[config.mk]
export PLATFORM = sky130hd
export DESIGN_NAME = decryption
export DESIGN_NICKNAME = d
export VERILOG_FILES = /design/src/rtl/cipher_pkg.sv /design/src/rtl/decryption_round.sv /design/src/rtl/decryption.sv
export SDC_FILE = /design/constraint.sdc
export NUM_CORES = 1
export LEC_CHECK = 0
export CAP_MARGIN = 20
export CORE_MARGIN = 8
export CORE_UTILIZATION = 45
export DETAILED_ROUTE_END_ITERATION = 16
export PLACE_DENSITY_LB_ADDON = 0.25
export SLEW_MARGIN = 20
export SYNTH_ARGS = -nofsm -noshare
export SYNTH_HDL_FRONTEND = slang
export SYNTH_HIERARCHICAL = 1
export SYNTH_SLANG_ARGS = --single-unit
[constraint.sdc]
create_clock -name clk -period 4 [get_ports clk]
set_input_delay 1.2 -clock clk [delete_from_list [all_inputs] [get_ports clk]]
set_output_delay 1.2 -clock clk [all_outputs]
set_load 0.01 [all_outputs]
[src/rtl/cipher_pkg.sv]
// Shared definitions for the character cipher blocks (encryption and decryption).
// Holds mode codes, round count, printable range limits, FSM states and the round-key helper.
package cipher_pkg;

    localparam logic [1:0] MODE_DEC   = 2'b01;
    localparam logic [1:0] MODE_ENC   = 2'b10;
    localparam int         NUM_ROUNDS = 4;
    localparam logic [7:0] PRINT_MIN  = 8'h20;
    localparam logic [7:0] PRINT_MAX  = 8'h7E;

    typedef enum logic [1:0] {
        IDLE  = 2'd0,
        ROUND = 2'd1,
        DONE  = 2'd2
    } state_e;

    // Round key: the low two counter bits replicated across the byte whiten K.
    function automatic logic [7:0] round_key(input logic [7:0] k, input logic [1:0] r);
        return k ^ {4{r}};
    endfunction

endpackage

[src/rtl/decryption_round.sv]
// One combinational decryption round: undoes a rotate-left-by-one, then strips the round key.
module decryption_round
    import cipher_pkg::*;
(
    input  logic [7:0] x_i,
    input  logic [7:0] k_i,
    input  logic [1:0] r_i,
    output logic [7:0] x_o
);

    assign x_o = {x_i[0], x_i[7:1]} ^ round_key(k_i, r_i);

endmodule

[src/rtl/decryption.sv]
// Iterative four-round character decryption: IDLE -> ROUND (r=3..0) -> DONE -> IDLE.
// Optional printable-range flag on the result is enabled by defining DECRYPTION_RANGE_CHECK_EN.
module decryption
    import cipher_pkg::*;
(
    input  logic       clk,
    input  logic       rst_n,
    input  logic [1:0] mode,
    input  logic [7:0] Char_ciphertext,
    input  logic [7:0] Public_key,
    output logic [7:0] Plaintext,
    output logic       P_ready,
    output logic       err_invalid_ctxt
);

    state_e     state_q, state_d;
    logic [1:0] r_q, r_d;
    logic [7:0] x_q, x_d;
    logic [7:0] k_q, k_d;
    logic [7:0] plaintext_q, plaintext_d;
    logic       p_ready_q, p_ready_d;
    logic [7:0] x_round;
    logic       last_round;

    decryption_round u_round (
        .x_i (x_q),
        .k_i (k_q),
        .r_i (r_q),
        .x_o (x_round)
    );

    assign last_round = (state_q == ROUND) && (r_q == 2'd0);

    always_comb begin
        state_d     = state_q;
        r_d         = r_q;
        x_d         = x_q;
        k_d         = k_q;
        plaintext_d = plaintext_q;
        p_ready_d   = 1'b0;
        case (state_q)
            IDLE: begin
                if (mode == MODE_DEC) begin
                    x_d     = Char_ciphertext;
                    k_d     = Public_key;
                    r_d     = 2'(NUM_ROUNDS - 1);
                    state_d = ROUND;
                end
            end
            ROUND: begin
                x_d = x_round;
                r_d = r_q - 2'd1;
                if (r_q == 2'd0) begin
                    plaintext_d = x_round;
                    p_ready_d   = 1'b1;
                    state_d     = DONE;
                end
            end
            DONE:    state_d = IDLE;
            default: state_d = IDLE;
        endcase
    end

    always_ff @(posedge clk or negedge rst_n) begin
        if (!rst_n) begin
            state_q     <= IDLE;
            r_q         <= 2'd0;
            x_q         <= 8'h00;
            k_q         <= 8'h00;
            plaintext_q <= 8'h00;
            p_ready_q   <= 1'b0;
        end else begin
            state_q     <= state_d;
            r_q         <= r_d;
            x_q         <= x_d;
            k_q         <= k_d;
            plaintext_q <= plaintext_d;
            p_ready_q   <= p_ready_d;
        end
    end

`ifdef DECRYPTION_RANGE_CHECK_EN
    logic err_q, err_d;

    // Flag is refreshed only when a result is written, so it tracks Plaintext.
    always_comb begin
        err_d = err_q;
        if (last_round) begin
            err_d = (x_round < PRINT_MIN) || (x_round > PRINT_MAX);
        end
    end

    always_ff @(posedge clk or negedge rst_n) begin
        if (!rst_n) begin
            err_q <= 1'b0;
        end else begin
            err_q <= err_d;
        end
    end

    assign err_invalid_ctxt = err_q;
`else
    assign err_invalid_ctxt = 1'b0;
`endif

    assign Plaintext = plaintext_q;
    assign P_ready   = p_ready_q;

endmodule

Yosys cells after proc, flatten, opt, wreduce, memory -nomap -nowiden
Cells that the tools add are included.
{"block": "op_classes", "addsub": 1, "n_eq_ne": 4, "muxes": 9, "bitwise": 2, "n_reduce_logical": 7}
{"op": "$pmux W8 S2", "count": 1}
{"op": "$xor A8 B8 Y8", "count": 2}
{"op": "$mux W8", "count": 1}
{"op": "$pmux W2 S2", "count": 2}
{"op": "$reduce_and A2 Y1", "count": 4}
{"op": "$mux W2", "count": 3}
{"op": "$eq A2 B1 Y1 const B", "count": 2}
{"op": "$logic_not A2 Y1", "count": 2}
{"op": "$mux W1", "count": 2}
{"op": "$ne A2 B1 Y1 const B", "count": 1}
{"op": "$ne A2 B2 Y1 const B", "count": 1}
{"op": "$reduce_bool A2 Y1", "count": 1}
{"op": "$sub A2 B1 Y2 const B", "count": 1}
{"block": "word_totals", "reg_bits": 29, "input_bits": 20, "out_inout_bits": 10}

Depth between registers and ports, before layout
Gate-level depths: netlist (run 1).
{"block": "depth", "depth_word": 3, "depth_mapped": 5, "depth_no_buf": 4}

By module
The synthesis (run 1) kept the hierarchy.
{"module": "decryption", "instances": 1, "cells_each": 82, "area_each_um2": 1246.2}
{"module": "decryption_round", "instances": 1, "cells_each": 8, "area_each_um2": 190.2}

Worst setup path after synthesis (run 1)
No wires, ideal clock.
{"block": "synth_path", "kind": "input port to flip-flop", "from": "input port mode[1]", "to": "register k_q[1]", "arrival_time_ns": 1.946, "setup_slack_ns": 1.930, "stages": 3, "n_path_buf": 1, "cell_sequence": "nor4b_4 buf_6 mux2_2"}
{"block": "synth_via", "elab_chain_len": 2}
{"element": "start, declared", "line_no": "decryption.sv:8", "source": "input logic [1:0] mode,"}
{"element": "$eq A2 B1 Y1", "line_no": "decryption.sv:43", "source": "if (mode == MODE_DEC) begin"}
{"element": "$reduce_and A2 Y1 (no line)"}
{"element": "end signal, assigned", "line_no": "decryption.sv:76", "source": "k_q <= k_d;"}
{"element": "end, declared", "line_no": "decryption.sv:19", "source": "logic [7:0] k_q, k_d;"}
Every way passes these cells.
A chain may end at the register's enable or synchronous reset.

Worst setup path in the final report (run 1)
{"block": "layout_path", "from": "register plaintext_q[7], in the netlist Plaintext[7]", "to": "output port Plaintext[7]"}
{"element": "start, declared", "line_no": "decryption.sv:20", "source": "logic [7:0] plaintext_q, plaintext_d;"}
{"element": "start signal, assigned", "line_no": "decryption.sv:77", "source": "plaintext_q <= plaintext_d;"}
{"element": "end, declared", "line_no": "decryption.sv:11", "source": "output logic [7:0] Plaintext,"}
No word-level cell between the ends.

==> flow_summary.yaml, run 1 <==
critical_path:
  cp_cell_sequence: "clkdlybuf4s50_1"
  cpLargestDelayFamily: "buffers and inverters"
  critPathLaunchType: "flip-flop"
  cp_slowest_cell: "clkdlybuf4s50_1"
  cp_max_fo: 2
  r2r_cells: 3
  critPathCaptureType: "output port"
  cp_data_required_time_ns: 2.80
  crit_cells: 1
  crit_start: "Plaintext[7]$_DFFE_PN0P_"
  critPathMaxStageDelay_ns: 0.54
  arrival_ns: 1.24
  critPathBufInv: 1
  criticalPathCategory: "flip-flop to output port"
  reg2reg_from: "r_q[0]$_DFFE_PN0P_"
detailed_routing:
  dr.pass1.iters: 4
  routed_wl_um: 2717
  drcViolationCount: 0
  dr.first_iter.drc_count: 32
  avgRoutedWirePerCell_um: 16.17
  vias_per_cell: 4.869
  antenna_left: 0
  vias: 818
layout:
  drive_above_1_share_pct: 26.61
  mostFrequentLayoutCell: "dfrtp_1"
  layout_common_cells: "29 x dfrtp_1, 28 x clkdlybuf4s50_1"
  fin_nets: 144
  seq_area_sq_um: 725.7
  fill_cells: 265
  n_antenna_cell: 0
  multi_input_area_sq_um: 635.6
  area_growth_pct: 26.92
clock_network:
  postCtsSetupRepairBufs: 0
  htree_levels: 2
  numCtsBuffers: 5
  cts_tree: "done"
  cts.clk_slew.worst_paths_ns: 0.10
  ctsLongestPathBuffers: 2
  clk_latency_ns: 0.33
  cts-root-buf: "clkbuf_4"
  cts_resized: 0
  cts_sinks: 29
  postCtsHoldBufs: 0
timing:
  fin_tns_setup_ns: 0
  fin_crit_ns: 2.435
  final.setup_skew_ns: 0.01580
  fin_crit_sh_pct: 60.88
  report.final.hold_viol_count: 0
  fin_ws_ns: 1.565
  setup-violations-final: 0
  max_freq_mhz: 410.6
  rsz0062_at_grt: "no"
  final_max_slew_viol_count: 0
power_and_ir_drop:
  power_mw: 1.636
  ir_worst_vdd_v: 0.0004625
  power_density_nw_per_um2: 897.6
  p_leak_nw: 0.9029
min_path:
  min_from: "x_q[2]$_DFFE_PN0P_"
  whs_path_depth: 1
  hold_path_class: "flip-flop to flip-flop"
global_route:
  grt_pass1_vias: 953
  grt_util_all_layers_pct: 11.76
  grt_pass1_wl_um: 4671
  grt_max_degree: 30
  grt_antenna_before_repair: 0
  gr-total-overflow: 0
synthesis:
  synthCells: 90
  synth_top_cell_area_share_pct: 50.52
  synth.distinct_cells: 20
  syn_nets: 111
  yosysSeqAreaShare_pct: 50.52
  synth_warnings: 6
  ys_ff_latch: 29
  netlist_area_sq_um: 1436
  ys_top_cells_by_area: "dfrtp_1 51%, xor3_1 13%, mux2_4 8.4%"
  post-synth-top-area-cell: "dfrtp_1"
  syn_area_per_cell_sq_um: 15.96
die:
  die_w_um: 72.50
  rows: 20
  initial_core_util_pct: 47.05
  ios: 30
  core_sq_um: 3053
  die_y_um: 72.50
  die_area_sq_um: 5256
place:
  finalWeightedCongestion: 0.6999
  place_ws_ns: 1.357
  port_buffers: 28
  dp.final_hpwl_um: 1857
flow_run:
  maxCapViolations: 0
status:
  status: "complete, no violations"
area by class of cell:
cell class | instances | share of cell area, %
multi-input combinational | 51 | 34.87
sequential | 29 | 39.81
clock buffer | 7 | 3.020
timing repair buffer | 31 | 16.61
clock inverter | 1 | 1.647
tap | 44 | 3.020
inverter | 5 | 1.030
metrics by stage:
stage	instances	area, sq um	hold slack, ns	utilization, %
floorplan	90	1436	0.4604	-
global placement	160	1738	0.4704	56.93
detailed placement	160	1738	0.4791	56.93
CTS	168	1823	0.4985	59.71
global route	168	1823	0.5133	59.71
finish	168	1823	0.4959	59.71
flip-flops by register name (all words and copies together) (netlist names):
register and cells:
state_q 2, k_q 8, r_q 2, P_ready 1
x_q 8, Plaintext 8
where the power goes:
group / total, mW / internal (mW) / switching [mW]
clock network: 0.251 / 0.149 / 0.101
registers: 0.551 / 0.443 / 0.109
logic: 0.834 / 0.550 / 0.284
total: 1.64 / 1.14 / 0.494
worst paths after layout:
kind                       slack (ns)                        to
max reg2reg                      2.48        x_q[0]$_DFFE_PN0P_
min in group asynchronous        1.24  Plaintext[7]$_DFFE_PN0P_
min reg2reg                      0.50        x_q[2]$_DFFE_PN0P_
min                              0.50        x_q[2]$_DFFE_PN0P_
max                              1.56              Plaintext[7]
max in group asynchronous        2.47        x_q[3]$_DFFE_PN0P_
layer usage:
metal,track usage [%],wire length (um),vias to the layer above
met5,0,0,-
met2,17.15,1161,26
met4,6.000,61,0
met3,4.959,222,8
li1,-,-,388
met1,14.47,1272,396
synth_stat cells:
master,n
a22o_1,5
xor3_1,8
conb_1,1
a21oi_1,2
buf_6,3
ha_1,1
nor4b_4,1
nor3_1,2
nor2b_1,1
nor2_2,1
a21o_2,1
buf_8,1
a22o_2,3
a21o_1,8
inv_1,5
nand2_8,1
dfrtp_1,29
mux2_2,8
mux2_4,8
buf_4,1
cells by family (layout without fill, tap and decap cells):
| logic type | count (synthesis) | after routing | synth area share (%) |
|---|---|---|---|
| muxes | 16 | 16 | 14.63 |
| other | 1 | 1 | 0.2611 |
| adders and majority gates | 1 | 1 | 0.8709 |
| DFF | 29 | 29 | 50.52 |
| xor gates and xnor gates | 8 | 8 | 13.24 |
| buffers and inverters | 10 | 44 | 5.226 |
| AOI/OAI and AO/OA | 19 | 19 | 10.63 |
| and+or+nand+nor | 6 | 6 | 4.617 |
No activity file was read; power rests on OpenSTA's default activity.
==> inputs of run 2 (changes only) <==
Clock period 4 ns to 2 ns, I/O delays scaled along.
==> run 2 against run 1 <==
Against the previous run:
- non-clock buffer count did not move
- combinational power rose by 100%
- clock skew fell by 0.0047 ns
- largest power group unchanged
==> flow_summary.yaml, run 2 (synthesis gave the netlist of run 1 again) <==
clock_network:
  cts_tree: "done"
  htree_levels: 2
  clk_latency_ns: 0.32
  cts-root-buf: "clkbuf_4"
  numCtsBuffers: 5
  cts.clk_slew.worst_paths_ns: 0.09
  postCtsSetupRepairBufs: 0
  cts_resized: 0
  cts_sinks: 29
  postCtsHoldBufs: 0
  ctsLongestPathBuffers: 2
timing:
  final_max_slew_viol_count: 0
  fin_crit_sh_pct: 91.13
  fin_tns_setup_ns: 0
  setup-violations-final: 0
  rsz0062_at_grt: "no"
  whs_ns: 0.4949
  fin_ws_ns: 0.1774
  final.setup_skew_ns: 0.01109
  max_freq_mhz: 548.7
  report.final.hold_viol_count: 0
  fin_crit_ns: 1.823
power_and_ir_drop:
  p_leak_nw: 0.8919
  power_density_nw_per_um2: 1728
  power_mw: 3.119
  ir_worst_vdd_v: 0.0008383
critical_path:
  arrival_ns: 1.22
  cpLargestDelayFamily: "buffers and inverters"
  reg2reg_from: "r_q[0]$_DFFE_PN0P_"
  reg2reg_to: "x_q[0]$_DFFE_PN0P_"
  worst-r2r-setup-slack_ns: 0.50
  cp_data_required_time_ns: 1.40
  criticalPathCategory: "flip-flop to output port"
  critPathMaxStageDelay_ns: 0.54
  r2r_cells: 3
  critPathCaptureType: "output port"
  cp_max_fo: 2
  cp_slowest_cell: "clkdlybuf4s50_1"
  cp_cell_sequence: "clkdlybuf4s50_1"
  critPathBufInv: 1
  critPathLaunchType: "flip-flop"
die:
  initial_core_util_pct: 47.05
  die_area_sq_um: 5256
  ios: 30
  rows: 20
  core_sq_um: 3053
  die_w_um: 72.50
  die_y_um: 72.50
layout:
  layout_common_cells: "29 x dfrtp_1, 28 x clkdlybuf4s50_1"
  n_antenna_cell: 0
  drive_above_1_share_pct: 26.02
  fin_nets: 144
  area_growth_pct: 25.70
  layoutNonFillerInstCount: 167
  mostFrequentLayoutCell: "dfrtp_1"
  fill_cells: 264
detailed_routing:
  vias: 784
  avgRoutedWirePerCell_um: 15.65
  antenna_left: 0
  drcViolationCount: 0
  vias_per_cell: 4.695
  dr.pass1.iters: 4
  routed_wl_um: 2614
  dr.first_iter.drc_count: 15
min_path:
  hold_path_end: "x_q[1]$_DFFE_PN0P_"
  whs_path_depth: 1
  hold_path_class: "flip-flop to flip-flop"
  min_from: "x_q[1]$_DFFE_PN0P_"
global_route:
  grt_pass1_vias: 924
  grt_max_degree: 30
  use_met2_pct: 17.15
  gr-total-overflow: 0
  use_met1_pct: 13.27
  grt_antenna_before_repair: 0
  busiest_layer: "met2"
  grt_util_all_layers_pct: 11.58
  met3_usage_pct: 5.234
  grt_pass1_wl_um: 4498
place:
  dp.final_hpwl_um: 1753
  finalWeightedCongestion: 0.6852
  post-place-cells: 160
  place_ws_ns: -0.004708
  port_buffers: 28
flow_run:
  maxCapViolations: 0
status:
  status: "complete, no violations"
==> run 2: routing by layer <==
layer,vias up,wire length [um]
li1,387,-
met1,367,1188
met2,26,1139
met3,4,242
met4,0,43
met5,-,0
==> run 2: worst max-delay path by stage <==
stage	startpoint	end	slack, ns	depth (start not counted)
2_1_floorplan	mode[1]	k_q[1]$_DFFE_PN0P_	0.53	3
3_3_place_gp	mode[1]	k_q[1]$_DFFE_PN0P_	0.03	4
3_5_place_dp	mode[1]	k_q[7]$_DFFE_PN0P_	-0.005	4
4_1_cts	Plaintext[1]$_DFFE_PN0P_	Plaintext[1]	0.16	1
5_1_grt	Plaintext[7]$_DFFE_PN0P_	Plaintext[7]	0.13	1
6_report	Plaintext[6]$_DFFE_PN0P_	Plaintext[6]	0.18	1
==> run 2: metrics by stage <==
stage / util [%] / instance area, sq um
global placement: 57.34 / 1750
CTS: 59.14 / 1805
global route: 59.14 / 1805
floorplan: - / 1436
detailed placement: 57.34 / 1750
finish: 59.14 / 1805
==> run 2: area by class of cell <==
cell class	count	area (sq um)	share of cell area, %
tap	44	55.05	3.049
multi-input combinational	51	635.6	35.20
clock buffer	7	55.05	3.049
sequential	29	725.7	40.19
timing repair buffer	31	315.3	17.46
inverter	5	18.77	1.040
==> run 2: where the power goes <==
group	internal (mW)	switching (mW)	total (mW)
sequential	0.885	0.209	1.09
clock	0.166	0.187	0.353
combinational	1.11	0.562	1.67
total	2.16	0.958	3.12
